==> src/rtl/div.sv <==
// Multi-cycle restoring divider: one shift-subtract step per clock on operand
// magnitudes, then a sign-fix cycle. Result is s = {remainder, quotient}.
module div #(
  parameter int WIDTH = 32
) (
  input  logic               clk,
  input  logic               rst_n,
  input  logic               start,
  input  logic               in_is_signed,
  input  logic [WIDTH-1:0]   in_a,
  input  logic [WIDTH-1:0]   in_b,
  output logic               busy,
  output logic               done,
  output logic [2*WIDTH-1:0] s
);

  typedef enum logic [1:0] {IDLE, RUN, FIX, DONE} state_t;

  localparam int CW = $clog2(WIDTH + 1);

  state_t             r_state;
  logic [CW-1:0]      r_cnt;
  logic               r_sgn;
  logic [WIDTH-1:0]   r_a;
  logic [WIDTH-1:0]   r_b;
  logic [WIDTH-1:0]   r_rem;
  logic [WIDTH-1:0]   r_quo;
  logic [WIDTH-1:0]   r_dvs;
  logic               r_busy;
  logic               r_done;
  logic [2*WIDTH-1:0] r_s;

  logic               w_a_neg;
  logic               w_b_neg;
  logic               w_b_zero;
  logic [WIDTH-1:0]   w_a_mag;
  logic [WIDTH-1:0]   w_b_mag;
  logic [WIDTH:0]     w_shift;
  logic [WIDTH:0]     w_diff;
  logic               w_ge;
  logic [WIDTH-1:0]   w_quo_fix;
  logic [WIDTH-1:0]   w_rem_fix;

  assign w_a_neg  = r_sgn & r_a[WIDTH-1];
  assign w_b_neg  = r_sgn & r_b[WIDTH-1];
  assign w_b_zero = (r_b == '0);
  // Negation is modulo 2^WIDTH, so the most-negative value maps onto itself
  // and still reads correctly as an unsigned magnitude.
  assign w_a_mag  = w_a_neg ? (~r_a + 1'b1) : r_a;
  assign w_b_mag  = w_b_neg ? (~r_b + 1'b1) : r_b;

  // Partial remainder stays below the divisor, so WIDTH+1 bits hold the shift.
  assign w_shift  = {r_rem, r_quo[WIDTH-1]};
  assign w_diff   = w_shift - {1'b0, r_dvs};
  assign w_ge     = (w_shift >= {1'b0, r_dvs});

  assign w_quo_fix = (w_a_neg ^ w_b_neg) ? (~r_quo + 1'b1) : r_quo;
  assign w_rem_fix = w_a_neg ? (~r_rem + 1'b1) : r_rem;

  // NOTE: every register in this block uses <= so all of them see the values
  // from before the edge; a blocking = here would chain updates within a cycle.
  always_ff @(posedge clk or negedge rst_n) begin
    if (!rst_n) begin
      r_state <= IDLE;
      r_cnt   <= '0;
      r_sgn   <= 1'b0;
      r_a     <= '0;
      r_b     <= '0;
      r_rem   <= '0;
      r_quo   <= '0;
      r_dvs   <= '0;
      r_busy  <= 1'b0;
      r_done  <= 1'b0;
      r_s     <= '0;
    end else begin
      r_done <= 1'b0;
      case (r_state)
        IDLE, DONE: begin
          if (start) begin
            r_sgn   <= in_is_signed;
            r_a     <= in_a;
            r_b     <= in_b;
            r_cnt   <= '0;
            r_busy  <= 1'b1;
            r_state <= RUN;
          end else begin
            r_state <= IDLE;
          end
        end
        RUN: begin
          // Count 0 loads magnitudes; counts 1..WIDTH are the division steps.
          if (r_cnt == '0) begin
            r_rem <= '0;
            r_quo <= w_a_mag;
            r_dvs <= w_b_mag;
          end else begin
            r_rem <= w_ge ? w_diff[WIDTH-1:0] : w_shift[WIDTH-1:0];
            r_quo <= {r_quo[WIDTH-2:0], w_ge};
          end
          r_cnt <= r_cnt + CW'(1);
          if (r_cnt == CW'(WIDTH)) r_state <= FIX;
        end
        FIX: begin
          r_s     <= w_b_zero ? {r_a, {WIDTH{1'b1}}} : {w_rem_fix, w_quo_fix};
          r_done  <= 1'b1;
          r_busy  <= 1'b0;
          r_state <= DONE;
        end
        default: r_state <= IDLE;
      endcase
    end
  end

  assign busy = r_busy;
  assign done = r_done;
  assign s    = r_s;

endmodule
==> config.mk <==
export PLATFORM = sky130hd
export DESIGN_NAME = div
export DESIGN_NICKNAME = d
export VERILOG_FILES = /design/src/rtl/div.sv
export SDC_FILE = /design/constraint.sdc
export NUM_CORES = 1
export LEC_CHECK = 0
export BUFFER_PORTS_ARGS = -buffer_cell sky130_fd_sc_hd__buf_2
export CORE_MARGIN = 1.5
export CORE_UTILIZATION = 55
export DETAILED_ROUTE_END_ITERATION = 8
export GPL_TIMING_DRIVEN = 1
export PLACE_DENSITY = 0.84
export SYNTH_ARGS = -nofsm -noshare
export SYNTH_HDL_FRONTEND = slang
export SYNTH_SLANG_ARGS = --single-unit
==> constraint.sdc <==
create_clock -name clk -period 3.1 [get_ports clk]
set_input_delay 0.155 -clock clk [delete_from_list [all_inputs] [get_ports clk]]
set_output_delay 0.155 -clock clk [all_outputs]
set_load 0.005 [all_outputs]
==> results.md, run 1 <==
* Fill cell instance count of the final layout at 1854
* Detailed Place HPWL at 25000 µm
* Reg-to-reg critical path startpoint: r_quo[31]
* Number of standard-cell rows in the floorplan at 58
* Core ar. at 25000 µm²
* Largest clock skew in the final design at 0.0276 ns
* Hold Violations, Final at 0
* I/O Buffers at 133
* Met3 Routed Length at 2260 µm
* Sum of negative setup slack at 0 ns
* Highest metal layer used by the detailed router: met4
* Initial antenna violation count at 2
* Pins over their slew limit at 0
* Synthesized netlist cell count at 1481
* Clock latency on the worst-skew pair at 0.55 ns
* Top-count cell post-synth: dfrtp_1
* Number of storage elements in the synthesis netlist at 235
* H-tree lvl count at 1
* Avg Vias per Cell at 5.83
* Count of flip-flops with a built-in enable after synthesis at 0
* Area of the mapped netlist at 14000 µm²
* Worst endpoint data arrival time at 3.39 ns
* Unique masters post-synth at 67
* DRC violations left at 0
* Final weighted congestion in routability-driven placement at 0.954
* Critical path startpoint category: register
* Area fraction of the dominant cell type after synthesis at 42.1%
* Top cell types by occurrence after synthesis: dfrtp_1 (235), o21ai_0 (124), mux2_2 (123)
* Post-synthesis sequential area ratio at 42.1%
* Chip height at 162 µm
* Post-layout util at 67.3%
* Class of the tightest hold or removal check: primary input to register
* Post-layout nets at 1800
* Die outline width at 162 µm
* Ports at 134
* Total Die Area at 26400 µm²
* Violation count after the first detailed-routing iteration at 950
* Final cell area excluding filler cells at 16800 µm²
* Cell types occupying the most area after synthesis: dfrtp_1 (42%), mux2_2 (9.9%), xnor2_1 (5.0%)
* CTS tree: built
* Crit path kind: register to register
* Final critical-path required period at 2.97 ns
* Mean cell area of the mapped netlist at 9.44 µm²
* Number of clock buffers inserted by TritonCTS at 26
* Area growth from synthesis to layout at 20.6%
* CTS clock-pin slew for the worst setup and hold paths at 0.06 ns
* Portion of the clock cycle consumed by the worst path in the final layout at 95.8%
* Max Cap Viol at 0
* Root Driver: clkbuf_16
* Total routing usage reported by global routing at 27.2%
* WL per Instance at 17.7 µm
* Cell type contributing the most total cell area after synthesis: dfrtp_1
* Transition time of the tightest slew-check pin at 0.861 ns
* Pleak at 0.00739 µW
* Slew headroom at 42.6%
* Count of final setup violators at 0
* FF/Latch Area at 5880 µm²
* Max VDD drop at 0.000730 V
* Hold Slack at 0.0253 ns
* Required time at the endpoint of the critical path at 3.52 ns
* Maximum fanout along the worst path at 2
* Crit path capture type: register
* Power per standard cell area at 1310 nW/µm²
* Syn. warnings at 0
* Aggregate routed wire length at 36100 µm
* Net count of the mapped netlist at 1590
* Maximum root-to-sink buffer count at 3
* Instance area after placement at 15300 µm²
* Vias in the first global route at 11800
* Timing-limited maximum frequency at 337 MHz
* Primary FF master, synth: dfrtp_1
* Hold Crit Start: start
* Async set-reset flop share out of synthesis at 100%
* Global-route wire length before repair at 58500 µm
* Global route overflow at 0
* Clock net sink count at 235
* Routed metal-1 wirelength at 15200 µm
* Met2 routed WL at 17700 µm
* Residual antenna-violating net count after detailed routing at 0
* Initial core utilization at 55.8%
* Number of vias in the routed layout at 11900
* Largest net degree at the start of global routing at 111
* Setup crit start: r_quo[31]
* Area taken by multi-input logic gates at 7520 µm²
* Outcome: finished clean
* Share of post-route cells with drive strength above 1 at 22.6%
* Iteration count of the initial detailed-routing pass at 6
worst paths after layout:
kind / to / slack [ns] / depth (start not counted)
min reg2reg: r_dvs[7] / 0.48 / 2
max: r_rem[24] / 0.13 / 14
min: busy / 0.03 / 4
max reg2reg: r_rem[24] / 0.13 / 14
max in group asynchronous: r_b[15] / 1.96 / 3
min in group asynchronous: done / 0.24 / 2
critical path, cell delays in order, from the launching register on:
cell	delay (ns)
dfrtp_1	0.38
inv_1	0.06
ha_2	0.18
inv_1	0.05
fa_2	0.34
a21o_1	0.19
a221o_1	0.36
a32oi_2	0.25
buf_4	0.17
a21oi_1	0.08
a31oi_1	0.26
o21ai_0	0.16
xnor2_1	0.15
mux2i_1	0.14
o22ai_1	0.08
timing repair:
item	in CTS	in global routing
endpoints found under the hold margin	171	0
gates resized for setup	1	10
setup buffers	0	1
pin swaps	0	8
endpoints found under the setup margin	1	44
hold buffers	66	0
stage by stage:
stage	total power, µW	setup WS (ns)	cells
after floorplan	15100	0.0947	1481
after detailed placement	18500	-0.00162	1926
final	22000	0.129	2040
after CTS	21700	0.0382	2037
after global routing	23600	-0.0496	2040
after global placement	18000	0.0438	1926
placed cells by master, fill, tap and decap left out, types with 6 or more instances in the layout:
| master | n |
|---|---|
| dfrtp_1 | 235 |
| buf_2 | 132 |
| o21ai_0 | 124 |
| mux2_2 | 123 |
| nand2_1 | 119 |
| nor2_1 | 113 |
| a21oi_1 | 101 |
| inv_1 | 87 |
| xnor2_1 | 79 |
| xor2_1 | 68 |
| dlygate4sd3_1 | 66 |
| buf_4 | 58 |
| ha_1 | 37 |
| a31oi_1 | 31 |
| o22ai_1 | 26 |
| clkbuf_16 | 26 |
| nor3_1 | 25 |
| mux2i_1 | 24 |
| a21o_1 | 17 |
| or3_1 | 15 |
| o31ai_1 | 14 |
| nand2b_1 | 13 |
| nand4_1 | 12 |
| o22a_1 | 12 |
| nand3_1 | 11 |
| nor4_1 | 10 |
| o41ai_1 | 9 |
| or2_2 | 7 |
| clkbuf_1 | 7 |
| o211ai_1 | 6 |
| or4_1 | 6 |
| a41oi_1 | 6 |
power by group:
group | switching, µW | internal [µW]
clock | 1260 | 1830
sequential | 1570 | 4550
combinational | 6830 | 5960
total | 9660 | 12300
per-layer routing:
metal  global-route usage (%)  vias to the layer above
met4                     8.26                        0
met2                     47.4                      430
met1                     35.6                     5744
met3                     3.23                       72
met5                        0                        -
li1                         -                     5646
final cells by class:
class,instances,share of cell area (%)
Clock inverter,7,0.594
Timing Repair Buffer,261,11.0
Sequential cell,235,34.9
Inverter,87,1.94
Tap cell,330,2.45
Multi-Input combinational cell,1080,44.7
Clock buffer,38,4.43
Antenna cell,2,0.0297
state kept, by name, summed over array words and instances (netlist names):
name / flops
r_quo: 32
r_b: 32
done: 1
r_a: 32
r_sgn: 1
r_cnt: 6
r_dvs: 32
busy: 1
r_rem: 32
s: 64
r_state: 2
cell families after synthesis:
group                      after synthesis  synth area share (%)
buffers and inverters                  166                  4.66
AOI/OAI and AO/OA                      379                  16.4
adders and majority gates               41                  3.72
xor gates and xnor gates               147                  9.21
muxes                                  147                  11.6
and+or+nand+nor                        366                  12.3
DFF                                    235                  42.1
No activity file was read; power rests on OpenSTA's default activity.
==> run 2, diff against run 1 <==
Settings changed: CORE_ASPECT_RATIO set to 1.4, GPL_TIMING_DRIVEN 1 to 0.
==> run 2 against run 1 <==
Clock power up 6.5%. Sequential share of layout area down 0.37 points. Global-route usage up 1.9 points. Worst hold slack better by 0.011 ns. Critical endpoint is now r_rem[29]. Cell area up 1.2%. Clock skew down 0.011 ns.
==> results.md, run 2 (synthesis results as in run 1) <==
* Outcome: finished clean
* Register-to-Register Setup Slack at 0.03 ns
* Commonest cells after routing, fill and taps aside: dfrtp_1 (231), buf_2 (136), mux2_2 (123)
* Sum of negative setup slack at 0 ns
* CP cell instances: ha_4 -> a21o_1 -> a21o_1 -> a21o_1 -> a21o_1 -> a21o_1 -> a2111o_1 -> or2_1 -> buf_6 -> buf_12 -> o32a_1 -> o21ai_2
* Portion of the clock cycle consumed by the worst path in the final layout at 98.9%
* Placed Cells incl. Taps at 1930
* Final critical-path required period at 3.07 ns
* Worst path buffer plus inverter count at 2
* Aggregate routed wire length at 38400 µm
* Largest clock skew in the final design at 0.0168 ns
* Pleak at 0.00735 µW
* Hold Crit Start: start
* Iteration count of the initial detailed-routing pass at 6
* WL per Instance at 18.7 µm
* R2r worst-path depth at 12
* Avg Vias per Cell at 5.98
* Number of clock buffers inserted by TritonCTS at 25
* Maximum fanout along the worst path at 5
* Total Die Area at 26400 µm²
* Power consumption at 22900 µW
* Top cell by count, worst path: a21o_1
* Reg-to-reg critical path startpoint: r_rem[25]
* Class of the tightest hold or removal check: primary input to register
* Timing-limited maximum frequency at 326 MHz
* Residual antenna-violating net count after detailed routing at 0
* Root Driver: clkbuf_16
* Max Cap Viol at 0
* Critical path startpoint category: register
* Initial core utilization at 56.3%
* Vias in the first global route at 12400
* Core ar. at 24800 µm²
* I/O Buffers at 133
* Pins over their slew limit at 0
* Hold Violations, Final at 0
* Slew headroom at 33.9%
* Cell class contributing the biggest share of worst-path delay: compound AO/OA/AOI/OAI gates
* Chip height at 192 µm
* Largest net degree at the start of global routing at 130
* Max VDD drop at 0.000775 V
* Ports at 134
* CTS tree: built
* Clock net sink count at 235
* Violation count after the first detailed-routing iteration at 877
* Biggest cell delay along the critical path at 0.45 ns
* Number of standard-cell rows in the floorplan at 68
* Transition time of the tightest slew-check pin at 0.990 ns
* Detailed Place HPWL at 27700 µm
* Diode insertion count for antenna repair at 0
* Final weighted congestion in routability-driven placement at 0.903
* H-tree lvl count at 1
* Maximum root-to-sink buffer count at 3
* Power per standard cell area at 1340 nW/µm²
* Worst Hold Endpoint: busy
* Cell with the largest stage delay on the worst path: dfrtp_2
* Most common cell after layout, fill and taps aside: dfrtp_1
* Die outline width at 138 µm
* FF-to-FF End: r_rem[29]
* Count of final setup violators at 0
* Required time at the endpoint of the critical path at 3.54 ns
* Number of vias in the routed layout at 12300
* Initial antenna violation count at 0
* Area growth from synthesis to layout at 22.0%
* RSZ-0062 raised after global routing: yes
* Post-layout nets at 1830
* CTS clock-pin slew for the worst setup and hold paths at 0.06 ns
* Post-layout util at 68.6%
* Crit path capture type: register
* Global route overflow at 0
* Global-route wire length before repair at 60600 µm
* Worst endpoint data arrival time at 3.51 ns
* Crit path kind: register to register
* Number of cells on the worst hold path at 4
* Number of flip-flops under the largest register name at 64
* Share of post-route cells with drive strength above 1 at 22.1%
* Clock latency on the worst-skew pair at 0.53 ns
* DRC violations left at 0
* Total routing usage reported by global routing at 29.1%
* Count of non-filler cells in the finished layout at 2054
## run 2: worst register-to-register path, stage by stage (launching register included)
cell	delay, ns
dfrtp_2	0.45
ha_4	0.25
a21o_1	0.17
a21o_1	0.17
a21o_1	0.16
a21o_1	0.18
a21o_1	0.18
a2111o_1	0.44
or2_1	0.28
buf_6	0.16
buf_12	0.14
o32a_1	0.35
o21ai_2	0.06
## run 2: stage by stage
stage               setup WS, ns  cell area (µm²)  hold slack, ns
floorplan                 0.0947            14000          -0.141
global placement           -2.04            15000           0.388
detailed placement        -0.609            15100           0.267
CTS                      -0.0406            16800          0.0373
global route             -0.0463            17000          0.0853
finish                    0.0350            17000          0.0366
## run 2: layout make-up
type	count	area (µm²)
clock inverters	13	209
repair buffers	218	1510
clock buffers	32	712
fillers	1794	7800
multi-input cells	1080	7680
plain buffers	74	327
well taps	315	394
inverters	87	327
flip-flops and latches	235	5890
## run 2: where the power goes
part | internal (µW) | total, µW | switching [µW]
Sequential | 4550 | 6190 | 1640
Clock | 2040 | 3290 | 1250
Combinational | 6050 | 13400 | 7330
## run 2: repair_timing
item	4_1_cts	5_1_grt
gates cloned	0	2
hold endpoints to repair	171	0
hold buffers	66	0
pin swaps	16	21
resized for setup	20	44
buffers inserted	10	6
setup endpoints to repair	69	112
## run 2: worst max-delay path by stage
stage | to | cells after the start | slack [ns] | start
2_1_floorplan | r_rem[29] | 12 | 0.09 | r_rem[25]
3_3_place_gp | r_a[2] | 1 | -2.04 | rst_n
3_5_place_dp | r_rem[26] | 13 | -0.61 | r_quo[31]
4_1_cts | r_rem[30] | 13 | -0.04 | r_quo[31]
5_1_grt | r_rem[23] | 12 | -0.05 | r_rem[25]
6_report | r_rem[29] | 12 | 0.03 | r_rem[25]
## run 2: layer usage
layer  up-vias  share of wire [%]  global-route usage [%]
li1       5727                  -                       -
met1      5847                 36                    31.8
met2       542                 51                    52.6
met3       173                5.8                    3.17
met4         0                7.4                    19.2
met5         -                  0                       0
==> run 3, diff against run 2 <==
Settings changed: ABC_AREA set to 1, CORE_UTILIZATION 55 to 56.
==> run 3 against run 2 <==
Cell area is 12% higher. Area after synthesis is 18% higher. Worst setup slack better by 0.20 ns. Via count is 43% higher. Highest routed layer unchanged. Routed wire length is 66% higher. Critical path type unchanged. Largest power group unchanged.
==> results.md, run 3 <==
* Outcome: finished clean
* DRC violations left at 0
* Top cell types by occurrence after synthesis: nand2_1 (859), inv_1 (314), dfrtp_1 (235)
* H-tree lvl count at 1
* Post-layout nets at 2795
* Core ar. at 29100 µm²
* Avg Vias per Cell at 5.69
* Clock net sink count at 235
* Most common cell after layout, fill and taps aside: nand2_1
* Largest clock skew in the final design at 0.0293 ns
* Initial core utilization at 56.6%
* Pins over their slew limit at 0
* Area of the mapped netlist at 16500 µm²
* Primary FF master, synth: dfrtp_1
* Total Die Area at 30400 µm²
* Unique masters post-synth at 55
* CTS clock-pin slew for the worst setup and hold paths at 0.07 ns
* Violation count after the first detailed-routing iteration at 1577
* Crit path kind: register to register
* Chip height at 206 µm
* Crit path capture type: register
* Total routing usage reported by global routing at 42.1%
* Routed metal-1 wirelength at 21600 µm
* Class of the tightest hold or removal check: primary input to register
* Aggregate routed wire length at 63800 µm
* CTS tree: built
* Clock latency on the worst-skew pair at 0.55 ns
* Final critical-path required period at 2.87 ns
* Max Cap Viol at 0
* Power per standard cell area at 1380 nW/µm²
* Highest metal layer used by the detailed router: met4
* Iteration count of the initial detailed-routing pass at 6
* Cell types occupying the most area after synthesis: dfrtp_1 (36%), nand2_1 (20%), inv_1 (7.2%)
* Vias in the first global route at 17100
* Fill cell instance count of the final layout at 2657
* Net count of the mapped netlist at 2568
* Worst Slack Setup Final at 0.231 ns
* Die outline width at 148 µm
* Portion of the clock cycle consumed by the worst path in the final layout at 92.5%
* Hold Violations, Final at 0
* Maximum fanout along the worst path at 10
* Global-route wire length before repair at 96200 µm
* I/O Buffers at 133
* Number of storage elements in the synthesis netlist at 235
* Critical path startpoint category: register
* Number of flip-flops under the largest register name at 64
* Final weighted congestion in routability-driven placement at 1.00
* Share of post-route cells with drive strength above 1 at 10.2%
* Worst endpoint data arrival time at 3.27 ns
* WL per Instance at 20.7 µm
* Count of flip-flops with a built-in enable after synthesis at 0
* Residual antenna-violating net count after detailed routing at 0
* Async set-reset flop share out of synthesis at 100%
* Commonest cells after routing, fill and taps aside: nand2_1 (859), inv_1 (314), dfrtp_1 (235)
* Max VDD drop at 0.000835 V
* Number of standard-cell rows in the floorplan at 74
* Maximum root-to-sink buffer count at 3
* Detailed Place HPWL at 49300 µm
* Post-layout util at 65.8%
* Placed Cells incl. Taps at 2973
* Top-count cell post-synth: nand2_1
* Global route overflow at 0
* Number of clock buffers inserted by TritonCTS at 25
* Area growth from synthesis to layout at 16.3%
* Root Driver: clkbuf_16
* Synthesized netlist cell count at 2459
* Number of vias in the routed layout at 17600
* Syn. warnings at 0
* Pleak at 0.0104 µW
* Placement Setup Slack at 0.0880 ns
* Largest net degree at the start of global routing at 123
* Mean cell area of the mapped netlist at 6.69 µm²
* Timing-limited maximum frequency at 349 MHz
* Transition time of the tightest slew-check pin at 1.09 ns
* Cell type contributing the most total cell area after synthesis: dfrtp_1
* Post-synthesis sequential area ratio at 35.7%
* Slew headroom at 27.0%
* Met3 Routed Length at 3580 µm
* RSZ-0062 raised after global routing: no
* Area fraction of the dominant cell type after synthesis at 35.7%
* Initial antenna violation count at 1
* Ports at 134
* Required time at the endpoint of the critical path at 3.50 ns
* Count of final setup violators at 0
* Count of non-filler cells in the finished layout at 3083
* Power consumption at 26500 µW
* Met2 routed WL at 31800 µm
run 3: changes by cell type in the layout (fill, tap and decap cells not counted), sizes merged, moves of 17 or more:
cell | before | now
nand2 | 120 | 875
inv | 87 | 322
nand3 | 11 | 237
nor2 | 114 | 249
mux2 | 123 | 1
a21oi | 101 | 35
xnor2 | 79 | 16
mux2i | 24 | 0
a31oi | 31 | 9
nand4 | 12 | 34
clkbuf | 95 | 75
o211ai | 6 | 23
run 3: critical path, stage by stage (launching register included):
cell	delay [ns]
dfrtp_1	0.37
inv_1	0.14
ha_1	0.29
nand3_1	0.15
nor3b_2	0.06
nand4_2	0.24
clkinv_1	0.59
o21ai_1	0.77
nand2_1	0.11
run 3: per-layer routing:
metal | GRT usage (%) | vias up
li1 | - | 8232
met1 | 43.4 | 8159
met2 | 74.2 | 845
met3 | 5.72 | 314
met4 | 38.2 | 0
met5 | 0 | -
run 3: cell families (layout without fill, tap and decap cells):
group | after synthesis | count (layout) | share of synthesized area [%]
compound gates | 253 | 253 | 9.16
xor+xnor | 82 | 82 | 4.36
fa+ha+maj | 41 | 41 | 3.16
buf+inv | 404 | 647 | 9.81
flops | 235 | 235 | 35.7
mux | 1 | 1 | 0.0684
other cells | 0 | 1 | 0
simple gates | 1443 | 1443 | 37.7
run 3: worst paths after layout:
| kind | from | end | slack (ns) | cells past startpoint |
|---|---|---|---|---|
| min in group asynchronous | rst_n | s[26] | 0.24 | 2 |
| worst min register to register | s[63] | s[63] | 0.47 | 2 |
| worst max-delay path | r_b[0] | s[8] | 0.23 | 8 |
| max in group asynchronous | rst_n | r_rem[7] | 1.75 | 3 |
| worst max register to register | r_b[0] | s[8] | 0.23 | 8 |
| worst min-delay path | start | r_b[4] | 0.08 | 4 |
run 3: timing repair:
item / 4_1_cts / 5_1_grt
hold buffers: 66 / 0
endpoints found under the setup margin: 0 / 1
hold endpoints to repair: 178 / 0
gates resized for setup: 0 / 2
buffers inserted: 0 / 0
run 3: layout make-up:
cell class	count	area (µm²)	area share, %
multi-input cells	1820	8970	46.9
flip-flops and latches	235	5880	30.7
repair buffers	200	1360	7.13
inverters	325	1220	6.38
clock buffers	33	676	3.53
well taps	380	475	2.48
plain buffers	79	394	2.06
clock inverters	10	156	0.817
diodes	1	2.50	0.0131
run 3: where the power goes:
group | leakage, µW | total [µW] | switching [µW] | internal (µW)
combinational | 0.00695 | 17600 | 12100 | 5500
clock | 0.000406 | 3160 | 1300 | 1860
sequential | 0.00300 | 5770 | 1360 | 4410
run 3: metrics by stage:
step	hold WS [ns]	TNS (ns)	cell area [µm²]
2_1_floorplan	-0.141	0	16500
3_3_place_gp	0.350	-500.87	17600
3_5_place_dp	0.286	0	17600
4_1_cts	0.0543	0	19100
5_1_grt	0.127	0	19100
6_report	0.0798	0	19100
